===== config.mk =====
export PLATFORM = sky130hd
export DESIGN_NAME = dtw_controller
export DESIGN_NICKNAME = d
export VERILOG_FILES = /design/src/rtl/dtw_pkg.sv /design/src/rtl/dtw_index_counter.sv /design/src/rtl/dtw_controller.sv
export SDC_FILE = /design/constraint.sdc
export NUM_CORES = 1
export LEC_CHECK = 0
export CORE_ASPECT_RATIO = 0.9
export CORE_MARGIN = 2
export CORE_UTILIZATION = 56
export CTS_CLUSTER_SIZE = 30
export DETAILED_ROUTE_END_ITERATION = 16
export DONT_BUFFER_PORTS = 1
export PLACE_DENSITY = 0.74
export SLEW_MARGIN = 20
export SYNTH_ARGS = -nofsm -noshare
export SYNTH_HDL_FRONTEND = slang
export SYNTH_SLANG_ARGS = --single-unit

===== constraint.sdc =====
create_clock -name clk -period 2.25 [get_ports clk]
set_clock_uncertainty 0.15 [all_clocks]
set_input_delay 0.675 -clock clk [delete_from_list [all_inputs] [get_ports clk]]
set_output_delay 0.675 -clock clk [all_outputs]
set_load 0.1 [all_outputs]

===== src/rtl/dtw_pkg.sv =====
// Shared definitions for the DTW cell-sequencing controller:
// default parameters, index width and the FSM state encoding.
package dtw_pkg;

  localparam int MAX_LEN_DEF     = 16;
  localparam int COST_W_DEF      = 6;
  localparam int ACK_TIMEOUT_DEF = 15;
  localparam int IDX_W           = 4;

  typedef enum logic [2:0] {
    IDLE = 3'd0,
    REQ  = 3'd1,
    GAP  = 3'd2,
    DONE = 3'd3,
    ERR  = 3'd4
  } dtw_state_e;

endpackage


===== src/rtl/dtw_index_counter.sv =====
// Row-major (i,j) walker over an N x N cost matrix; last flags the final cell.
module dtw_index_counter
  import dtw_pkg::*;
#(
  parameter int W = IDX_W
) (
  input  logic         clk,
  input  logic         rst,
  input  logic         inc_i,
  input  logic         clear_i,
  input  logic [W-1:0] len_i,
  output logic [W-1:0] i_o,
  output logic [W-1:0] j_o,
  output logic         last_o
);

  logic [W-1:0] i_q, i_d;
  logic [W-1:0] j_q, j_d;
  logic [W-1:0] len_m1;

  assign len_m1 = len_i - W'(1);

  // clear wins over inc so a fresh run always starts from (0,0)
  always_comb begin
    i_d = i_q;
    j_d = j_q;
    if (clear_i) begin
      i_d = '0;
      j_d = '0;
    end else if (inc_i) begin
      if (j_q == len_m1) begin
        j_d = '0;
        i_d = i_q + W'(1);
      end else begin
        j_d = j_q + W'(1);
      end
    end
  end

  always_ff @(posedge clk or posedge rst) begin
    if (rst) begin
      i_q <= '0;
      j_q <= '0;
    end else begin
      i_q <= i_d;
      j_q <= j_d;
    end
  end

  assign i_o    = i_q;
  assign j_o    = j_q;
  assign last_o = (i_q == len_m1) && (j_q == len_m1);

endmodule


===== src/rtl/dtw_controller.sv =====
// Sequences the DTW cell datapath over an N x N matrix in row-major order,
// with a request/ack handshake, ack timeout and final-distance capture.
module dtw_controller
  import dtw_pkg::*;
#(
  parameter int MAX_LEN     = MAX_LEN_DEF,
  parameter int COST_W      = COST_W_DEF,
  parameter int ACK_TIMEOUT = ACK_TIMEOUT_DEF
) (
  input  logic              clk,
  input  logic              rst,
  input  logic              Start,
  input  logic [IDX_W-1:0]  seq_len,
  output logic [IDX_W-1:0]  addr_sample,
  output logic [IDX_W-1:0]  addr_test,
  output logic              cell_req,
  output logic              cell_first_row,
  output logic              cell_first_col,
  input  logic              cell_ack,
  input  logic [COST_W-1:0] cell_cost,
  output logic              busy,
  output logic              valid,
  output logic [COST_W-1:0] Out_Euclidean_Distatnce,
  output logic              err
);

  localparam int WAIT_W = $clog2(ACK_TIMEOUT + 1);

  dtw_state_e        state_q;
  logic [IDX_W-1:0]  len_q;
  logic [WAIT_W-1:0] wait_q;
  logic              cell_req_q;
  logic              busy_q;
  logic              valid_q;
  logic              err_q;
  logic [COST_W-1:0] dist_q;

  logic [IDX_W-1:0]  idx_i;
  logic [IDX_W-1:0]  idx_j;
  logic              idx_last;
  logic              idx_clear;
  logic              idx_inc;
  logic              start_ok;

  assign start_ok = (seq_len != '0) && (int'(seq_len) < MAX_LEN);

  always_comb begin
    idx_clear = 1'b0;
    idx_inc   = 1'b0;
    if (state_q == IDLE && Start && start_ok)
      idx_clear = 1'b1;
    if (state_q == REQ && cell_ack && !idx_last)
      idx_inc = 1'b1;
  end

  dtw_index_counter #(
    .W(IDX_W)
  ) u_index (
    .clk    (clk),
    .rst    (rst),
    .inc_i  (idx_inc),
    .clear_i(idx_clear),
    .len_i  (len_q),
    .i_o    (idx_i),
    .j_o    (idx_j),
    .last_o (idx_last)
  );

  // Outputs are registered alongside the state so they change exactly on transitions
  always_ff @(posedge clk or posedge rst) begin
    if (rst) begin
      state_q    <= IDLE;
      len_q      <= '0;
      wait_q     <= '0;
      cell_req_q <= 1'b0;
      busy_q     <= 1'b0;
      valid_q    <= 1'b0;
      err_q      <= 1'b0;
      dist_q     <= '0;
    end else begin
      case (state_q)
        IDLE: begin
          valid_q <= 1'b0;
          err_q   <= 1'b0;
          if (Start) begin
            busy_q <= 1'b1;
            wait_q <= '0;
            if (start_ok) begin
              len_q      <= seq_len;
              cell_req_q <= 1'b1;
              state_q    <= REQ;
            end else begin
              err_q   <= 1'b1;
              state_q <= ERR;
            end
          end
        end
        REQ: begin
          if (cell_ack) begin
            cell_req_q <= 1'b0;
            wait_q     <= '0;
            if (idx_last) begin
              dist_q  <= cell_cost;
              valid_q <= 1'b1;
              state_q <= DONE;
            end else begin
              state_q <= GAP;
            end
          end else if (wait_q == WAIT_W'(ACK_TIMEOUT - 1)) begin
            // Datapath never answered: abort the run without touching the distance
            cell_req_q <= 1'b0;
            wait_q     <= '0;
            err_q      <= 1'b1;
            state_q    <= ERR;
          end else begin
            wait_q <= wait_q + WAIT_W'(1);
          end
        end
        GAP: begin
          cell_req_q <= 1'b1;
          state_q    <= REQ;
        end
        DONE: begin
          valid_q <= 1'b0;
          busy_q  <= 1'b0;
          state_q <= IDLE;
        end
        ERR: begin
          err_q   <= 1'b0;
          busy_q  <= 1'b0;
          state_q <= IDLE;
        end
        default: begin
          cell_req_q <= 1'b0;
          busy_q     <= 1'b0;
          valid_q    <= 1'b0;
          err_q      <= 1'b0;
          state_q    <= IDLE;
        end
      endcase
    end
  end

  assign addr_sample             = idx_i;
  assign addr_test               = idx_j;
  assign cell_req                = cell_req_q;
  assign cell_first_row          = cell_req_q && (idx_i == '0);
  assign cell_first_col          = cell_req_q && (idx_j == '0);
  assign busy                    = busy_q;
  assign valid                   = valid_q;
  assign err                     = err_q;
  assign Out_Euclidean_Distatnce = dist_q;

endmodule


==> run metrics <==
initial drt markers=53; r2r setup slk=0.14 ns; Max Used Layer=met4; Post-Synth Adder-Cell Area=0.05564; Reg clk slew, reported paths=0.10 ns; Die W=59.89 µm; Fmax=431.7 MHz; CTS Sinks=29; DP HPWL=2.521 mm; Compound-Gate Fraction of Synth Area=0.1224; hold-critical path depth=2; Rows=18; M1 WL=1.573 mm; Worst Setup Path Type=flip-flop to primary output; reg2reg path depth=8; via count=1286; fin util=0.7750; Clock Latency Late Sink=0.34 ns; PortBufs=0; largest net degree at the start of global routing=27; CP required=1.42 ns; clk root buf=clkbuf_4; Post-layout nets=215; Least-Margin Pin Slew=0.9086 ns; Hold EP=len_q[0]; max-slew violation count=0; Starting Density=0.5824; GRT Overall Usage=0.2312; post-synth design cell area=1574 µm²; Synth Area in Simple Gates=0.1709; gr ovfl total=0; cells after synthesis=158; #FFs+latches synth=29; Area Growth Syn to Fin=33.07%; PnR worst setup slack=-0.06661 ns; Synthesized Nets=179; met2 wire length=1.716 mm; CTS Buffer Depth=2; global-route wire length before repair=5.395 mm; fin crit share=1.030; Place WS=0.04925 ns; vias per std cell=5.716; vias in the first global route=1231; final setup fails=2; ANT nets after route=0; multiplexer share of the synthesized area=0.06995; Hold Fails Final Rpt=0; Antenna diodes=0; post-layout minimum cycle time=2.317 ns; outcome=finished with violations; Met3 Wirelength=193 µm; 1st-pass router iterations=6; Die Y=54.30 µm; core area=2703 µm²; # DRC=0; XOR/XNOR share of the synthesized area=0.08426; Crit. End Element=primary output; Seq/Total Area, Yosys=0.4610; CP startpoint kind=flip-flop; r2r startpoint=len_q[0]; GPL Wtd Cong=0.8069; Mean Syn Cell Area=9.962 µm²; combinational family with the most area after synthesis=simple AND/OR/NAND/NOR gates; H-tree levels=2; I/O pin cnt=34; Ys Warns=0; reg2reg end=Out_Euclidean_Distatnce[2]; WL/cell=15.70 µm; violated checks=negative setup slack; Rel. slew slack=0.3942; Die Footprint=3251 µm²; Hold Path Origin=seq_len[0]; total CTS buffers=5; initial antenna violation count=0; final wirelength=3.532 mm; Max-Cap Viols=0; Cell variety after synth=29; CTS tree=done; WP data arrival=1.49 ns; RSZ-0062 raised after global routing=yes; Hold Path Class=input pin to flip-flop; Critical Path Fanout Max=2; layout cells sized above 1=0.3897
==> repair_timing <==
action                                  4_1_cts  5_1_grt
hold buffers                                  1        0
gates resized for setup                       1        7
endpoints found under the setup margin        2       14
gates cloned                                  0        0
setup buffers                                 5        1
endpoints found under the hold margin         3        0
pin swaps                                     2        4
==> per-stage QoR <==
step | hold WS (ns) | cells | area (µm²) | TNS, ns
floorplan | 0.3225 | 158 | 1660 | -0.6099
global placement | 0.2937 | 210 | 1906 | 0
detailed placement | 0.2982 | 210 | 1906 | 0
CTS | 0.3172 | 224 | 2044 | -0.1169
global route | 0.3175 | 225 | 2095 | -0.1932
finish | 0.3130 | 225 | 2095 | -0.09507
==> layout make-up <==
cell class              instances  area, µm²
clock buffers                   6      51.30
clock inverters                 2      37.54
inverters                      12      52.55
flip-flops and latches         29      752.0
multi-input cells             114      892.1
well taps                      30      37.54
fillers                       172      608.1
repair buffers                 32      271.5
==> logic make-up after synthesis <==
family	count (synthesis)
AND/OR/NAND/NOR	51
flip-flops	29
multiplexers	10
XOR/XNOR	12
AO/OA/AOI/OAI	34
buffers and inverters	15
adder cells (fa/ha/maj)	7
==> routing by layer <==
layer	vias to the layer above	track usage
li1	623	-
met1	626	0.3012
met2	32	0.3641
met3	5	0.07565
met4	0	0.08148
met5	-	0
==> cell usage in the layout, fill, tap and decap left out, types with 2 or more instances in the layout <==
master and count:
buf_4 28, ha_4 3, nand2_1 13, nor4b_2 2, clkbuf_4 5, or3_1 2, ha_1 4, inv_1 8
xor2_1 5, nor4_1 2, buf_12 2, nand3_1 7, xnor2_1 5, dfrtp_2 3, nor3_1 2, inv_4 3
dfrtp_4 6, dfrtp_1 20, nor2_1 10, xnor3_1 2, o21a_1 2, o21ai_0 18, nand3_2 2, mux2i_1 2
mux2_2 8, a21oi_1 10, nor3_4 2
==> sequential cells by signal, summed over array words and instances, names as in the netlist <==
name and flops:
u_index.i_o 4, err 1, busy 1, state_q 3
Out_Euclidean_Distatnce 6, wait_q 4, valid 1, cell_req 1
len_q 4, u_index.j_o 4
==> synthesized netlist by cell type (all sizes together) <==
library cell | n | area share
nor4b | 3 | 0.017
nor2 | 10 | 0.024
a211o | 1 | 0.0056
nand3 | 9 | 0.029
xnor3 | 2 | 0.029
nor4 | 3 | 0.021
nor2b | 1 | 0.0040
mux2i | 2 | 0.013
o21a | 2 | 0.0095
a31o | 1 | 0.0056
a211oi | 1 | 0.0048
and4 | 1 | 0.0056
or3 | 2 | 0.0079
nand2b | 1 | 0.0040
nor3 | 5 | 0.019
dfrtp | 29 | 0.46
clkbuf | 3 | 0.0072
inv | 12 | 0.029
ha | 7 | 0.056
xor2 | 5 | 0.028
xnor2 | 5 | 0.028
mux2 | 8 | 0.057
o211ai | 1 | 0.0079
nand4 | 1 | 0.0040
o21ai | 18 | 0.057
a21oi | 10 | 0.032
nand2 | 15 | 0.036
==> worst max-delay path by stage <==
stage                   startpoint                    endpoint  slack (ns)  cells after the start
floorplan           u_index.i_o[1]              cell_first_row       -0.31                      4
global placement          len_q[1]  Out_Euclidean_Distatnce[4]        0.11                      7
detailed placement        len_q[0]  Out_Euclidean_Distatnce[2]        0.05                      8
CTS                 u_index.i_o[1]              cell_first_row       -0.09                      5
global route        u_index.i_o[1]              cell_first_row       -0.10                      5
finish              u_index.i_o[0]              cell_first_row       -0.07                      5
==> critical path, cell delays in order (launching register included) <==
cell and delay (ns):
dfrtp_4 0.51, inv_4 0.07, ha_4 0.13, nand2_4 0.05
nor3_4 0.20, buf_12 0.20
Power is left out: the tool's default activity adds up to more than one toggle a clock period on the data nets, which glitch-free logic cannot reach.
